<file path="config.mk">
export PLATFORM = sky130hd
export DESIGN_NAME = ascii2bcdword_16_flat
export DESIGN_NICKNAME = d
export VERILOG_FILES = /design/src/rtl/ascii2bcdword_16_pkg.sv /design/src/rtl/ascii2bcdword_16_if.sv /design/src/rtl/ascii2bcdword_16_ascii2bcd1_4.sv /design/src/rtl/ascii2bcdword_16.sv /design/src/flat_wrapper.sv
export SDC_FILE = /design/constraint.sdc
export NUM_CORES = 1
export LEC_CHECK = 0
export ABC_AREA = 1
export BUFFER_PORTS_ARGS = -buffer_cell sky130_fd_sc_hd__clkbuf_2
export CAP_MARGIN = 20
export CORE_MARGIN = 8
export CORE_UTILIZATION = 40
export DETAILED_ROUTE_END_ITERATION = 7
export HOLD_SLACK_MARGIN = 0.03
export PLACE_DENSITY_LB_ADDON = 0.08
export SETUP_SLACK_MARGIN = 0.15
export SLEW_MARGIN = 20
export SYNTH_ARGS = -nofsm -noshare
export SYNTH_HDL_FRONTEND = slang
export SYNTH_SLANG_ARGS = --single-unit
export TNS_END_PERCENT = 30
</file>
<file path="constraint.sdc">
create_clock -name clk -period 2.5 [get_ports clk]
set_input_delay 0.375 -clock clk [delete_from_list [all_inputs] [get_ports clk]]
set_output_delay 0.375 -clock clk [all_outputs]
set_load 0.05 [all_outputs]
</file>
<file path="src/rtl/ascii2bcdword_16_pkg.sv">
// Shared constants for the ASCII -> packed BCD word parser.
//   ASCII_ZERO/ASCII_NINE : decimal digit character range
//   ASCII_CR              : default frame terminator
//   ST_*                  : 2-bit parser state encoding
//   char_class_t          : classifier result for one character
package ascii2bcdword_16_pkg;

  localparam logic [6:0] ASCII_ZERO = 7'h30;
  localparam logic [6:0] ASCII_NINE = 7'h39;
  localparam logic [6:0] ASCII_CR   = 7'h0D;

  localparam logic [1:0] ST_IDLE    = 2'd0;
  localparam logic [1:0] ST_COLLECT = 2'd1;
  localparam logic [1:0] ST_FLUSH   = 2'd2;
  localparam logic [1:0] ST_DONE    = 2'd3;

  typedef struct packed {
    logic       is_digit;
    logic       is_term;
    logic [3:0] nibble;
  } char_class_t;

endpackage

</file>
<file path="src/rtl/ascii2bcdword_16_if.sv">
// Character-in / BCD-word-out bus of the parser.
//   ascii/ascii_valid/ascii_ready : character stream (ready/valid)
//   bcd_word/bcd_ndigits          : parsed frame, digit 0 in bcd_word[3:0]
//   bcd_valid/bcd_ready           : word handshake, valid held until taken
//   err                           : one-cycle frame-rejected pulse
// slave = the parser, master = character source + word consumer.
interface ascii2bcdword_16_if #(
  parameter int DIGITS = 4
) ();

  logic [6:0]          ascii;
  logic                ascii_valid;
  logic                ascii_ready;
  logic [4*DIGITS-1:0] bcd_word;
  logic [2:0]          bcd_ndigits;
  logic                bcd_valid;
  logic                bcd_ready;
  logic                err;

  modport slave (
    input  ascii, ascii_valid, bcd_ready,
    output ascii_ready, bcd_word, bcd_ndigits, bcd_valid, err
  );

  modport master (
    output ascii, ascii_valid, bcd_ready,
    input  ascii_ready, bcd_word, bcd_ndigits, bcd_valid, err
  );

endinterface

</file>
<file path="src/rtl/ascii2bcdword_16_ascii2bcd1_4.sv">
// Combinational single-character classifier (inverse of the per-digit
// BCD->ASCII converter).
//   i_ascii : 7-bit character
//   o_cls   : is_digit ('0'..'9'), is_term (== TERM), nibble (= ascii[3:0])
// A character that is neither digit nor terminator is "other".
module ascii2bcd1_4
  import ascii2bcdword_16_pkg::*;
#(
  parameter logic [6:0] TERM = ASCII_CR
) (
  input  logic [6:0]  i_ascii,
  output char_class_t o_cls
);

  logic w_digit;

  assign w_digit         = (i_ascii >= ASCII_ZERO) && (i_ascii <= ASCII_NINE);
  // Digit wins if TERM were ever configured inside the digit range.
  assign o_cls.is_digit  = w_digit;
  assign o_cls.is_term   = !w_digit && (i_ascii == TERM);
  assign o_cls.nibble    = i_ascii[3:0];

endmodule

</file>
<file path="src/rtl/ascii2bcdword_16.sv">
// Parses an MSD-first stream of ASCII digits closed by TERM into a packed,
// zero-left-padded BCD word. Malformed or over-long frames raise a one-cycle
// err pulse and the rest of the frame (up to TERM) is discarded.
//   clk : rising-edge clock
//   rst : asynchronous active-low reset
//   bus : ascii2bcdword_16_if slave modport (char stream in, word out, err)
module ascii2bcdword_16
  import ascii2bcdword_16_pkg::*;
#(
  parameter int         DIGITS = 4,
  parameter logic [6:0] TERM   = ASCII_CR
) (
  input  logic           clk,
  input  logic           rst,
  ascii2bcdword_16_if.slave bus
);

  localparam int W = 4 * DIGITS;

  logic [1:0]   r_state;
  logic [W-1:0] r_acc;
  logic [2:0]   r_cnt;
  logic [W-1:0] r_word;
  logic [2:0]   r_ndig;
  logic         r_bvalid;
  logic         r_err;

  char_class_t  w_cls;
  logic         w_ready;
  logic         w_take;
  logic [W-1:0] w_shift;

  ascii2bcd1_4 #(.TERM(TERM)) u_cls (
    .i_ascii (bus.ascii),
    .o_cls   (w_cls)
  );

  // Only DONE back-pressures: the source holds its char until the word is taken.
  assign w_ready = (r_state != ST_DONE);
  assign w_take  = bus.ascii_valid && w_ready;
  assign w_shift = {r_acc[W-5:0], w_cls.nibble};

  always_ff @(posedge clk or negedge rst) begin
    if (!rst) begin
      r_state  <= ST_IDLE;
      r_acc    <= '0;
      r_cnt    <= '0;
      r_word   <= '0;
      r_ndig   <= '0;
      r_bvalid <= 1'b0;
      r_err    <= 1'b0;
    end else begin
      r_err <= 1'b0;
      case (r_state)
        ST_IDLE: begin
          if (w_take) begin
            if (w_cls.is_digit) begin
              r_acc   <= w_shift;
              r_cnt   <= 3'd1;
              r_state <= ST_COLLECT;
            end else if (!w_cls.is_term) begin
              // Bare TERM is an empty line and is silently dropped.
              r_err   <= 1'b1;
              r_state <= ST_FLUSH;
            end
          end
        end
        ST_COLLECT: begin
          if (w_take) begin
            if (w_cls.is_digit) begin
              if (r_cnt == 3'(DIGITS)) begin
                r_err   <= 1'b1;
                r_state <= ST_FLUSH;
              end else begin
                r_acc <= w_shift;
                r_cnt <= r_cnt + 3'd1;
              end
            end else if (w_cls.is_term) begin
              r_word   <= r_acc;
              r_ndig   <= r_cnt;
              r_bvalid <= 1'b1;
              r_state  <= ST_DONE;
            end else begin
              r_err   <= 1'b1;
              r_state <= ST_FLUSH;
            end
          end
        end
        ST_FLUSH: begin
          if (w_take && w_cls.is_term) begin
            r_acc   <= '0;
            r_cnt   <= '0;
            r_state <= ST_IDLE;
          end
        end
        ST_DONE: begin
          // r_word/r_ndig intentionally keep the last frame after handshake.
          if (bus.bcd_ready) begin
            r_bvalid <= 1'b0;
            r_acc    <= '0;
            r_cnt    <= '0;
            r_state  <= ST_IDLE;
          end
        end
        default: r_state <= ST_IDLE;
      endcase
    end
  end

  assign bus.ascii_ready = w_ready;
  assign bus.bcd_word    = r_word;
  assign bus.bcd_ndigits = r_ndig;
  assign bus.bcd_valid   = r_bvalid;
  assign bus.err         = r_err;

endmodule
</file>
<file path="src/flat_wrapper.sv">
// flat-port wrapper written by rule: the top's interface ports become plain ports
module ascii2bcdword_16_flat import ascii2bcdword_16_pkg::*;
#(
  parameter int         DIGITS = 4,
  parameter logic [6:0] TERM   = ASCII_CR
)
  (clk, rst, bus_ascii, bus_ascii_valid, bus_bcd_ready, bus_ascii_ready, bus_bcd_word, bus_bcd_ndigits, bus_bcd_valid, bus_err);
  ascii2bcdword_16_if #(.DIGITS(DIGITS)) bus_i ();
  input  logic clk;
  input  logic rst;
  input wire logic [$bits(bus_i.ascii)-1:0] bus_ascii;
  input wire logic [$bits(bus_i.ascii_valid)-1:0] bus_ascii_valid;
  input wire logic [$bits(bus_i.bcd_ready)-1:0] bus_bcd_ready;
  output wire logic [$bits(bus_i.ascii_ready)-1:0] bus_ascii_ready;
  output wire logic [$bits(bus_i.bcd_word)-1:0] bus_bcd_word;
  output wire logic [$bits(bus_i.bcd_ndigits)-1:0] bus_bcd_ndigits;
  output wire logic [$bits(bus_i.bcd_valid)-1:0] bus_bcd_valid;
  output wire logic [$bits(bus_i.err)-1:0] bus_err;
  assign bus_i.ascii = bus_ascii;
  assign bus_i.ascii_valid = bus_ascii_valid;
  assign bus_i.bcd_ready = bus_bcd_ready;
  assign bus_ascii_ready = bus_i.ascii_ready;
  assign bus_bcd_word = bus_i.bcd_word;
  assign bus_bcd_ndigits = bus_i.bcd_ndigits;
  assign bus_bcd_valid = bus_i.bcd_valid;
  assign bus_err = bus_i.err;
  ascii2bcdword_16 #(.DIGITS(DIGITS), .TERM(TERM)) u_core (.clk(clk), .rst(rst), .bus(bus_i));
endmodule
</file>
After elaboration in Yosys (flattened, before gate mapping)
Index checks and enable logic that the tools add are counted.
- register bits after elaboration: 42
- input bits: 11
- output and inout bits: 22
- add/sub/neg operators: 1
- order comparisons: 2
- equality and inequality tests: 17
- multiplexer cells: 38
- bitwise logic cells: 1
- reductions and logical operators: 11
- operators with widths (kind ; count):
    $mux W16 ; 7
    $pmux W16 S4 ; 1
    $mux W3 ; 7
    $mux W2 ; 8
    $ne A2 B2 Y1 const B ; 6
    $pmux W3 S4 ; 1
    $mux W1 ; 11
    $ne A2 B1 Y1 const B ; 4
    $pmux W2 S4 ; 1
    $eq A7 B4 Y1 const B ; 1
    $ge A7 B6 Y1 const B ; 1
    $le A7 B6 Y1 const B ; 1
    $reduce_and A7 Y1 ; 1
    $reduce_and A6 Y1 ; 1
    $reduce_and A5 Y1 ; 1
    $eq A2 B2 Y1 const B ; 2
    $logic_and A1 B1 Y1 ; 4
    $pmux W1 S2 ; 2
    $reduce_and A4 Y1 ; 1
    $add A3 B1 Y3 const B ; 1
    $eq A3 B3 Y1 const B ; 1
    $ne A3 B2 Y1 const B ; 1
    $ne A3 B3 Y1 const B ; 1
    $eq A2 B1 Y1 const B ; 1
    other kinds (4) ; 4

Longest topological paths before layout
- word-level depth: 8
- mapped depth: 10
- mapped depth without buffers: 9

By module
A second synthesis with hierarchy kept.
- cells, all modules: 249
- area, all modules: 2107.0 µm²
- modules (own cells, without submodules) (module ; times used ; cells an instance ; area each (µm²) ; seq. area each (µm²)):
    ascii2bcdword_16 ; 1 ; 232 ; 2019.4 ; 1051.0
    ascii2bcd1_4 ; 1 ; 17 ; 87.6 ; 0.0

Least setup slack after synthesis
No wires, ideal clock.
- path type: register to register
- start point: register u_core.r_state[0]
- end point: register u_core.r_cnt[2]
- arrival: 1683 ps
- data required time: 2383 ps
- slack: 700 ps
- stages on the path, launching flop included: 10
- clock period less this slack: 1800 ps
- cell sequence: dfrtp_1 -> nand2_1 -> nand2_1 -> a21oi_2 -> nand2_1 -> nor2_2 -> nand2_2 -> buf_6 -> nand2_1 -> nand2_1
- word-level cells in the longest chain between the ends: 5
- RTL lines (what ; line ; source):
    start: declaration ; ascii2bcdword_16.sv:20 ; logic [1:0] r_state;
    start signal: assignment ; ascii2bcdword_16.sv:45 ; r_state <= ST_IDLE;
    start signal: assignment ; ascii2bcdword_16.sv:60 ; r_state <= ST_COLLECT;
    start signal: assignment ; ascii2bcdword_16.sv:64 ; r_state <= ST_FLUSH;
    $ne A2 B2 Y1 (*) ; ascii2bcdword_16.sv:39 ; assign w_ready = (r_state != ST_DONE);
    named net bus_ascii_ready ; flat_wrapper.sv:14 ; output wire logic [$bits(bus_i.ascii_ready)-1:0] bus_ascii_ready;
    $logic_and A1 B1 Y1 (*) ; ascii2bcdword_16.sv:40 ; assign w_take = bus.ascii_valid && w_ready;
    $logic_and A1 B1 Y1 ; ascii2bcdword_16.sv:90 ; if (w_take && w_cls.is_term) begin
    $ne A2 B1 Y1 (no source line) ; - ;
    $reduce_and A7 Y1 (no source line) (*) ; - ;
    end signal: assignment ; ascii2bcdword_16.sv:76 ; r_cnt <= r_cnt + 3'd1;
    end: declaration ; ascii2bcdword_16.sv:22 ; logic [2:0] r_cnt;
The timed path passes the listed nets; every way through them passes the cells marked *.
A chain may end at the register's enable or synchronous reset.

Final worst setup path
- start point: register u_core.r_state[1]
- end point: register u_core.r_acc[4]
- word-level cells in the longest chain between the ends: 5
- RTL lines (what ; line ; source):
    $ne A2 B2 Y1 ; ascii2bcdword_16.sv:39 ;
    $logic_and A1 B1 Y1 ; ascii2bcdword_16.sv:40 ;
    $logic_and A1 B1 Y1 ; ascii2bcdword_16.sv:90 ;
    $ne A2 B1 Y1 (no source line) ; - ;
    $reduce_and A7 Y1 (no source line) ; - ;
    end signal: assignment ; ascii2bcdword_16.sv:58 ; r_acc <= w_shift;
    end signal: assignment ; ascii2bcdword_16.sv:75 ; r_acc <= w_shift;
    end: declaration ; ascii2bcdword_16.sv:21 ; logic [W-1:0] r_acc;
Several ways; a longest one is shown, not always the timed one.

==> impl_metrics.json <==
{
  "dpl.hpwl_um": 3000,
  "ys_top_cells_by_area": "dfrtp_1 53%, nand2_1 15%, o21ai_0 5.9%",
  "use_met2_pct": 19.8,
  "synth.distinct_cells": 22,
  "crit_path_max_fanout": 19,
  "area_growth_syn_to_layout_pct": 16.9,
  "slew_headroom_pct": 74.0,
  "rsz0062_at_grt": "no",
  "end_kind": "register",
  "period_share_pct": 77.3,
  "grt_max_degree": 30,
  "hold_viol": 0,
  "drt_iter0_markers": 68,
  "diodes": 0,
  "grt_pass1_vias": 1602,
  "synthMuxAreaShare_pct": 0,
  "drv_cap": 0,
  "wl_per_cell_um": 12.0,
  "clk_latency_ns": 0.29,
  "cts_made_buffers": 5,
  "synth_ff_type": "dfrtp_1",
  "cts.sinks": 42,
  "crit_type": "reg -> reg",
  "critPathRequiredTime_ns": 2.68,
  "grtUsageTotal_pct": 12.5,
  "syn_inst": 241,
  "clkPwrFrac_pct": 26.5,
  "path_clk_slew_ns": 0.08,
  "ant_nets": 0,
  "n_fill_cell": 482,
  "viasPerCell": 4.56,
  "cts_resized": 0,
  "rows": 25,
  "synth_top_family_by_area": "simple AND/OR/NAND/NOR gates",
  "slew_violations": 0,
  "finalCriticalPeriod_ns": 1.93,
  "hold-path-cell-count": 3,
  "async_flop_share_pct": 100,
  "fp.dieH_um": 86.1,
  "die_area_um2": 7410,
  "cts_buffer_depth": 2,
  "syn_area_um2": 1970,
  "reg2reg_depth": 8,
  "fin_tns_setup_ns": 0,
  "drtPass1Iterations": 4,
  "post-synth-top-count-cell": "nand2_1",
  "drt-total-wl_um": 4120,
  "cp-start-kind": "register",
  "nNetsFinal": 289,
  "synth_nets": 254,
  "grtUsageMet1_pct": 15.6,
  "skew_ns": 0.00440,
  "start_util_pct": 41.6,
  "use_met3_pct": 3.15,
  "whs_ns": 0.331,
  "switchingPower_mw": 0.730,
  "synth_area_per_cell_um2": 8.16,
  "globalRoute.busiestLayer": "met2",
  "drive_gt1_share_pct": 18.8,
  "p_seq_share_pct": 43.8,
  "cts_root_buffer": "clkbuf_8",
  "min_path_type": "in -> reg",
  "synth_compound_area_share_pct": 7.45,
  "finalPower_mw": 2.04,
  "core_area_um2": 4720,
  "ioPinCount": 33,
  "p_leak_nw": 1.20,
  "power.density_nw_per_um2": 889,
  "yosys.area_share.simple_pct": 29.0,
  "yosysSeqAreaShare_pct": 53.5,
  "antenna_found_initial": 0,
  "synth.largest_area_cell": "dfrtp_1",
  "fmax_ghz": 0.517,
  "status": "complete, no violations",
  "die_x_um": 86.1,
  "switching_share_pct": 35.7,
  "grt_pass1_wl_um": 7400,
  "postLayoutCellArea_um2": 2300,
  "cts_tree": "built",
  "placed_cell_area_um2": 2170,
  "tightest_slew_ns": 0.390,
  "power_frac_comb_pct": 29.7,
  "vias": 1564,
  "synth-edff-count": 0,
  "synth_common_cells": "81 x nand2_1, 42 x dfrtp_1, 23 x inv_1, 23 x o21ai_0",
  "gp_congestion": 0.918,
  "yosysWarningCount": 0,
  "htree_levels": 2,
  "max-vdd-ir-drop_uv": 364,
  "power.internal_mw": 1.31,
  "setup_violations": 0,
  "io_buffers": 32,
  "ys_ff_latch": 42,
  "drcViolationCount": 0,
  "final_core_util_pct": 48.6,
  "yosysTopAreaCellShare_pct": 53.5,
  "synthAdderAreaFrac_pct": 1.27,
  "grt-ovfl-total": 0,
  "synth_xor_area_share_pct": 0,
  "worst_ep_arrival_time_ns": 2.11
}
path summary, 6_finish.rpt:
check	from	end	slack, ns
worst max-delay path	u_core.r_state[1]	u_core.r_acc[4]	0.57
worst min-delay path	bus_ascii_valid	u_core.bus.err	0.33
worst max register to register	u_core.r_state[1]	u_core.r_acc[4]	0.57
worst min register to register	u_core.r_acc[15]	u_core.r_acc[15]	0.47
max in group asynchronous	rst	u_core.r_acc[5]	1.25
min in group asynchronous	rst	u_core.bus.bcd_word[15]	0.54
sequential cells by signal (all words and copies together) (netlist names):
register                cells
u_core.bus.bcd_word        16
u_core.bus.bcd_valid        1
u_core.bus.bcd_ndigits      3
u_core.r_cnt                3
u_core.r_state              2
u_core.r_acc               16
u_core.bus.err              1
routing by layer:
layer | part of all wire, % | vias to the layer above
li1 | - | 817
met1 | 48 | 710
met2 | 46 | 32
met3 | 4.0 | 5
met4 | 1.9 | 0
met5 | 0 | -
worst max-delay path: stages (launching register included):
cell and delay, ns:
dfrtp_1 0.54, buf_4 0.25, nor2_4 0.07, nand3_1 0.09
nand2_1 0.07, nor2_2 0.28, nand2_2 0.30, nand2_1 0.14
nand2_1 0.06
cells in the final DEF (no fill, tap or decap):
cell type and instances:
nand2_1 81, dfrtp_1 42, clkbuf_2 32, inv_1 23, o21ai_0 23, nor2_1 20
nand3_1 20, clkbuf_8 6, buf_4 6, nand3b_1 5, a21oi_1 3, inv_2 2
nand4_1 2, ha_1 2, and2_1 1, nor2_4 1, nor3_2 1, a21oi_2 1
o21bai_1 1, nor2_2 1, nand2_2 1, bufinv_16 1, dlygate4sd3_1 1
power groups by stage:
stage                     sequential, mW  combinational [mW]  clock, mW
after floorplan                    0.891               0.509          0
after global routing               0.915               0.707      0.587
final                              0.895               0.606      0.542
after global placement             0.907               0.610          0
after CTS                          0.895               0.616      0.559
after detailed placement           0.909               0.613          0
kinds of logic after synthesis:
logic type	Yosys count
adder cells (fa/ha/maj)	2
AND/OR/NAND/NOR	133
buffers and inverters	36
AO/OA/AOI/OAI	28
flip-flops	42
layout make-up:
type,instances,area [um^2],share of cell area (%)
clock inverters,1,30.0,1.31
well taps,67,83.8,3.65
inverters,25,93.8,4.08
clock buffers,6,82.6,3.59
multi-input cells,163,741,32.2
repair buffers,39,215,9.37
flip-flops and latches,42,1050,45.8
through the flow:
step                setup slack, ns  std cells
finish                        0.567        343
global route                  0.335        343
CTS                           0.558        343
detailed placement            0.551        335
global placement              0.559        335
floorplan                     0.700        241
timing repair:
action / CTS / global route
hold endpoints to repair: 13 / 0
setup buffers: 0 / 0
hold buffers: 1 / 0
Note: power is estimated with default switching activity, not from simulation.
